File: config.mk
export PLATFORM = sky130hd
export DESIGN_NAME = sync_fifo_ctrl
export DESIGN_NICKNAME = d
export VERILOG_FILES = /design/src/rtl/sync_fifo_ctrl.sv
export SDC_FILE = /design/constraint.sdc
export NUM_CORES = 1
export LEC_CHECK = 0
export CAP_MARGIN = 10
export CORE_MARGIN = 2
export CORE_UTILIZATION = 35
export CTS_BUF_LIST = sky130_fd_sc_hd__clkbuf_8
export DETAILED_ROUTE_END_ITERATION = 6
export GPL_TIMING_DRIVEN = 0
export SLEW_MARGIN = 40
export SYNTH_ARGS = -nofsm -noshare
export SYNTH_HDL_FRONTEND = slang
export SYNTH_SLANG_ARGS = --single-unit
File: constraint.sdc
create_clock -name CLK -period 3.6 [get_ports CLK]
set_input_delay 1.08 -clock CLK [delete_from_list [all_inputs] [get_ports CLK]]
set_output_delay 1.08 -clock CLK [all_outputs]
set_load 0.05 [all_outputs]
File: src/rtl/sync_fifo_ctrl.sv
// -----------------------------------------------------------------------------
// sync_fifo_ctrl
//
// Single-clock FIFO with integrated register-array storage and pointer control.
// Reports occupancy (LEVEL) and almost-full/almost-empty flags against
// programmable thresholds. It also keeps sticky overflow/underflow error flags,
// supports a synchronous flush, and offers a show-ahead or registered read port.
//
// Ports
//   CLK           clock, all state updates on the rising edge
//   RST           asynchronous reset, active low
//   FLUSH         synchronous flush: pointers to 0, requests in the same cycle ignored
//   WR_EN/WR_DATA write request and word
//   RD_EN         read request (pops the head word)
//   ERR_CLR       clears OVERFLOW/UNDERFLOW (a simultaneous set event wins)
//   RD_DATA       read word (show-ahead head or registered, see RD_REG)
//   RD_VALID      RD_DATA qualifier
//   FULL, EMPTY, ALMOST_FULL, ALMOST_EMPTY  status flags from registered state
//   LEVEL         occupancy 0..DEPTH
//   OVERFLOW, UNDERFLOW  sticky error flags
// -----------------------------------------------------------------------------
module sync_fifo_ctrl #(
  parameter int DATA_WIDTH = 8,
  parameter int DEPTH      = 16,
  parameter int ADDR_WIDTH = 4,
  parameter int AF_LEVEL   = 14,
  parameter int AE_LEVEL   = 2,
  parameter int RD_REG     = 1
) (
  input  logic                  CLK,
  input  logic                  RST,
  input  logic                  FLUSH,
  input  logic                  WR_EN,
  input  logic [DATA_WIDTH-1:0] WR_DATA,
  input  logic                  RD_EN,
  input  logic                  ERR_CLR,
  output logic [DATA_WIDTH-1:0] RD_DATA,
  output logic                  RD_VALID,
  output logic                  FULL,
  output logic                  EMPTY,
  output logic                  ALMOST_FULL,
  output logic                  ALMOST_EMPTY,
  output logic [ADDR_WIDTH:0]   LEVEL,
  output logic                  OVERFLOW,
  output logic                  UNDERFLOW
);

  localparam int PW = ADDR_WIDTH + 1;

  logic [DATA_WIDTH-1:0] mem_q [DEPTH];
  logic [DATA_WIDTH-1:0] mem_d [DEPTH];
  logic [PW-1:0]         wptr_q, wptr_d;
  logic [PW-1:0]         rptr_q, rptr_d;
  logic                  ovf_q, ovf_d;
  logic                  udf_q, udf_d;
  logic [DATA_WIDTH-1:0] rd_data_q, rd_data_d;
  logic                  rd_vld_q, rd_vld_d;

  logic                  full, empty;
  logic [PW-1:0]         level;
  logic [DATA_WIDTH-1:0] head_word;
  logic                  wr_acc, rd_acc;

  // Pointers carry one extra wrap bit so full and empty are distinguishable
  // when the array indices coincide.
  assign empty     = (wptr_q == rptr_q);
  assign full      = (wptr_q[ADDR_WIDTH-1:0] == rptr_q[ADDR_WIDTH-1:0]) &&
                     (wptr_q[ADDR_WIDTH] != rptr_q[ADDR_WIDTH]);
  assign level     = wptr_q - rptr_q;
  assign head_word = mem_q[rptr_q[ADDR_WIDTH-1:0]];

  // Acceptance is judged on the flags before the edge; flush overrides both.
  assign wr_acc = WR_EN & ~full  & ~FLUSH;
  assign rd_acc = RD_EN & ~empty & ~FLUSH;

  always_comb begin
    mem_d     = mem_q;
    wptr_d    = wptr_q;
    rptr_d    = rptr_q;
    ovf_d     = ovf_q;
    udf_d     = udf_q;
    rd_data_d = rd_data_q;
    rd_vld_d  = 1'b0;
    if (FLUSH) begin
      // Memory and error flags are left untouched; only the pointers rewind.
      wptr_d = '0;
      rptr_d = '0;
    end else begin
      if (wr_acc) begin
        mem_d[wptr_q[ADDR_WIDTH-1:0]] = WR_DATA;
        wptr_d = wptr_q + PW'(1);
      end
      if (rd_acc) begin
        rptr_d    = rptr_q + PW'(1);
        rd_data_d = head_word;
        rd_vld_d  = 1'b1;
      end
      // Set has priority over clear when both happen in one cycle.
      if (WR_EN & full)      ovf_d = 1'b1;
      else if (ERR_CLR)      ovf_d = 1'b0;
      if (RD_EN & empty)     udf_d = 1'b1;
      else if (ERR_CLR)      udf_d = 1'b0;
    end
  end

  always_ff @(posedge CLK or negedge RST) begin
    if (!RST) begin
      for (int i = 0; i < DEPTH; i++) mem_q[i] <= '0;
      wptr_q    <= '0;
      rptr_q    <= '0;
      ovf_q     <= 1'b0;
      udf_q     <= 1'b0;
      rd_data_q <= '0;
      rd_vld_q  <= 1'b0;
    end else begin
      mem_q     <= mem_d;
      wptr_q    <= wptr_d;
      rptr_q    <= rptr_d;
      ovf_q     <= ovf_d;
      udf_q     <= udf_d;
      rd_data_q <= rd_data_d;
      rd_vld_q  <= rd_vld_d;
    end
  end

  assign FULL         = full;
  assign EMPTY        = empty;
  assign LEVEL        = level;
  assign ALMOST_FULL  = (level >= PW'(AF_LEVEL));
  assign ALMOST_EMPTY = (level <= PW'(AE_LEVEL));
  assign OVERFLOW     = ovf_q;
  assign UNDERFLOW    = udf_q;
  // Show-ahead mode presents the head word directly; registered mode presents
  // the word captured by the last accepted read.
  assign RD_DATA      = (RD_REG != 0) ? rd_data_q : head_word;
  assign RD_VALID     = (RD_REG != 0) ? rd_vld_q  : ~empty;

endmodule
==> After elaboration in Yosys (flattened, before gate mapping) <==
Index checks and enable logic that the tools add are counted.
{ "totals": {"regBits": 149, "in_bits": 14, "word_cells": 69} }
{ "op_classes": {"add_sub_neg": 3, "n_lt_le_gt_ge": 5, "n_eq_ne": 3, "muxes": 15, "bitwise_logic": 11, "n_reduce_logical": 10} }
{ "ops": {"columns": ["operator", "count"], "rows": [
  ["128-bit bitwise mux", 1],
  ["8-bit binary-select mux with 4-bit select", 1],
  ["8-bit demux with 4-bit select", 1],
  ["8-bit two-way mux", 3],
  ["5-bit two-way mux", 4],
  ["5-bit by 1-bit adder with 5-bit output, second input constant", 2],
  ["5-bit >= comparator, second input constant", 2],
  ["4-bit NOT with 5-bit output", 2],
  ["2-bit AND reduction", 4],
  ["2-bit nonzero test", 4],
  ["1-bit AND", 6],
  ["5-bit equality test", 1],
  ["5-bit by 4-bit >= comparator with 1-bit output, second input constant", 1],
  ["5-bit by 2-bit <= comparator with 1-bit output, second input constant", 1],
  ["5-bit by 1-bit < comparator with 1-bit output, second input constant", 1],
  ["1-bit two-way mux", 5],
  ["5-bit subtractor", 1],
  ["4-bit equality test", 1],
  ["1-bit NOT", 3],
  ["1-bit logical AND", 2],
  ["1-bit inequality test", 1]
]} }

==> Longest topological paths before layout <==
{ "logic_depth": {"ltp_word": 7, "depth_mapped": 10, "ltp_nobuf": 8} }

==> Worst setup path before layout <==
Ideal clock, no wire load.
{ "synth_path": {"path_kind": "register -> output", "start": "register rptr_q[1]", "end": "output port ALMOST_EMPTY", "t_arrival_ns": 3.390, "path_slack_ns": -0.870, "path_stages_with_launch": 9, "cell_sequence": "dfrtp_1 clkbuf_1 clkbuf_1 inv_1 fa_1 a21o_1 a21oi_1 xnor2_1 a211oi_1"} }
{ "synth_via": {"elab_chain_cells": 2} }
{ "synth_lines": {"columns": ["item", "line", "text"], "rows": [
  ["start, declared", "53", "logic [PW-1:0] rptr_q, rptr_d;"],
  ["start signal, assigned", "118", "rptr_q <= rptr_d;"],
  ["5-bit subtractor", "69", "assign level = wptr_q - rptr_q;"],
  ["net LEVEL[4]", "43", "output logic [ADDR_WIDTH:0] LEVEL,"],
  ["5-bit by 2-bit <= comparator with 1-bit output", "130", "assign ALMOST_EMPTY = (level <= PW'(AE_LEVEL));"],
  ["end, declared", "42", "output logic ALMOST_EMPTY,"]
]} }
The timed path passes the listed nets, and every way through them passes these cells.

==> Final worst setup path <==
{ "layout_path": {"start": "register wptr_q[0]", "end": "output port ALMOST_EMPTY"} }
{ "layout_via": {"elab_chain_cells": 2} }
{ "layout_lines": {"columns": ["item", "line", "text"], "rows": [
  ["start, declared", "52", "logic [PW-1:0] wptr_q, wptr_d;"],
  ["start signal, assigned", "117", "wptr_q <= wptr_d;"],
  ["5-bit subtractor", "69", null],
  ["5-bit by 2-bit <= comparator with 1-bit output", "130", null]
]} }
No other way between the ends.

==> impl_results.md <==
* Vias in the first global route at 4720
* Setup-failing EPs final at 0
* Slew Viols, Final at 0
* Adder-Cell Fraction of Synth Area at 0.0187
* Post-place setup slack at -748 ps
* Worst skew pair latency at 450 ps
* Synth top area share at 0.526
* Synth Register Bits at 149
* Via count at 4436
* CP Capture Type: output port
* Via density per instance at 5.17
* Status: finished, final reports clean
* Minimum clock period at 3490 ps
* # IOs at 34
* Cell taking the most area after synthesis: dfrtp_1
* CTS tree: built
* Syn_area_per_cell at 13.6 µm²
* # rows at 52
* Initial antenna violation count at 0
* Die span in x at 146 µm
* Main synth FF type: dfrtp_1
* Layout area overhead at 17.3%
* Fin worst setup slack at 105 ps
* Clk sinks at 149
* Post-synth EDFFs at 0
* Num CTS Buffers at 17
* CP Data Required Time at 2520 ps
* First-pass GRT wire length at 26.7 mm
* Gr ovfl total at 0
* Crit-path max cell delay at 400 ps
* Routed Antenna Nets at 0
* Worst-margin pin slew at 708 ps
* Buf/Inv on CP at 3
* Mapped Nets at 545
* Worst setup SP type: flip-flop
* ANT cells at 0
* VDD IR-drop max at 0.000406 V
* Netlist cell types at 47
* Synth Area in Simple Gates at 0.0545
* Final #Nets at 601
* Power consumption at 4.58 mW
* Final hold vios at 0
* WP data arrival at 2410 ps
* P_leak at 3.75 nW
* Period utilization at 0.971
* Share of cells above drive strength 1 at 0.376
* H-tree levels at 4
* Routed len/inst at 19.5 µm
* Starting Density at 0.354
* Ys async rst share at 1.00
* Overall global routing resource usage at 0.164
* Worst min-delay path class: flip-flop to flip-flop
* Largest net degree at the start of global routing at 64
* Worst Path Max Fanout at 3
* Max Cap Viol at 0
* Port Buffers at 33
* Pwr dens at 551 nW/µm²
* Clock root buffer: clkbuf_8
* Max frequency at 286 MHz
* Post-synthesis sequential area ratio at 0.526
* Setup slack, reg-to-reg at 930 ps
* RSZ-0062 raised after global routing: no
* Top-count cell post-synth: dfrtp_1
* Clock Pin Slew Worst Setup and Hold Paths at 80 ps
* Die ar. at 21400 µm²
* CP delay by family, top: compound AO/OA/AOI/OAI gates
* DRC at 0
* DRT iter0 DRCs at 274
* Final GP Congestion at 0.789
* First-pass iteration count of the detailed router at 5
* Mapped Cells at 521
* Die H at 146 µm
* XOR/XNOR share of the synthesized area at 0.0145
* Fin Clk Skew at 13.0 ps
* Post-synthesis compound-gate area fraction at 0.0632
* Post-synthesis mux area share at 0.299
* Worst path slowest cell: dfrtp_1
* Max transition margin at 0.526
* Post-DP HPWL at 11.9 mm
* Largest family of logic cells by synthesized area: multiplexers
* DP Area at 7860 µm²
* Final Instance Area at 8320 µm²
* Top post-synthesis cells by area: dfrtp_1, mux2_2, mux2i_1
* Most frequent cells after synthesis: dfrtp_1, mux2_2, mux2i_1, nor2_1
* Detailed Route WL at 16.8 mm
* Worst path cell trace: inv_2 -> ha_2 -> inv_1 -> fa_2 -> a21o_1 -> a21oi_4 -> xnor2_4 -> a211oi_4 -> buf_6
* Clock Tree Buf Depth at 2
* Setup CP Type: flip-flop to output port
* Post-Syn Area at 7090 µm²
* YS warnings at 0
* Core footprint at 20000 µm²
* CTS Hold Bufs at 0
-- cell families after synthesis --
logic type      count (synthesis)
compound gates                 64
xor+xnor                       10
fa+ha+maj                      10
buf+inv                        38
flops                         149
mux                           186
simple gates                   64
-- sequential cells by signal, indices dropped and copies added (netlist names) --
register,count
OVERFLOW,1
UNDERFLOW,1
RD_DATA,8
wptr_q,5
rptr_q,5
mem_q,128
RD_VALID,1
-- timing repair --
item	4_1_cts	5_1_grt
setup buffers	3	3
setup endpoints to repair	8	5
pin swaps	1	1
gates resized for setup	46	4
-- layout make-up --
| type | count | area [µm²] |
|---|---|---|
| multi-input cells | 334 | 3250 |
| flip-flops and latches | 149 | 3730 |
| clock inverters | 9 | 105 |
| plain buffers | 26 | 135 |
| repair buffers | 41 | 424 |
| fillers | 1920 | 11700 |
| well taps | 270 | 338 |
| clock buffers | 21 | 289 |
| inverters | 8 | 37.5 |
-- cell usage in the layout (no fill, tap or decap), drive strengths merged, types with 2 or more instances in the layout --
cell,Yosys,final
dfrtp,149,149
mux2,128,128
mux2i,50,50
clkbuf,17,34
nor2,27,27
buf,13,26
clkdlybuf4s50,0,24
o22ai,16,16
nand3,16,16
o21ai,13,13
ha,9,9
inv,7,9
mux4,8,8
a221oi,8,8
a31oi,8,8
xor2,6,6
nor2b,4,4
and2,4,4
clkinv,1,4
xnor2,4,4
nand2,4,4
or3,3,3
a21oi,3,3
a21o,2,2
a211oi,2,2
o211a,2,2
a21boi,2,2
o2111ai,2,2
o211ai,2,2
nand3b,2,2
a32o,2,2
bufinv,0,2
clkinvlp,0,2
clkdlybuf4s15,0,2
dlygate4sd2,0,2
-- metal layers --
metal | vias up | GRT usage | share of wire
met1 | 2328 | 0.215 | 0.46
met3 | 18 | 0.0297 | 0.023
li1 | 2029 | - | -
met4 | 0 | 0.0500 | 0.013
met2 | 61 | 0.279 | 0.50
met5 | - | 0 | 0
-- power breakdown --
group          internal (mW)  leakage, nW  total [mW]  switching (mW)
Sequential              1.85         2.00        1.96           0.106
Clock                  0.678        0.202        1.29           0.608
Combinational          0.533         1.55        1.34           0.807
Total                   3.06         3.75        4.58            1.52
-- stage by stage --
step | hold WS [ps] | util | TNS [ps] | std cells
finish | 497 | 0.415 | 0 | 858
global route | 506 | 0.415 | 0 | 858
CTS | 503 | 0.414 | 0 | 856
detailed placement | 485 | 0.392 | -4320 | 826
global placement | 473 | 0.389 | -636140 | 824
floorplan | 464 | - | 0 | 521
-- path summary, 6_finish.rpt --
path / start / to / depth (start not counted)
worst max-delay path: wptr_q[0]$_DFFE_PN0P_ / ALMOST_EMPTY / 9
worst min-delay path: mem_q[37]$_DFFE_PN0P_ / mem_q[37]$_DFFE_PN0P_ / 1
worst max register to register: rptr_q[3]$_DFFE_PN0P_ / mem_q[37]$_DFFE_PN0P_ / 7
worst min register to register: mem_q[37]$_DFFE_PN0P_ / mem_q[37]$_DFFE_PN0P_ / 1
max in group asynchronous: RST / mem_q[123]$_DFFE_PN0P_ / 2
min in group asynchronous: RST / mem_q[42]$_DFFE_PN0P_ / 1
Power figures use the tool's default switching activity.
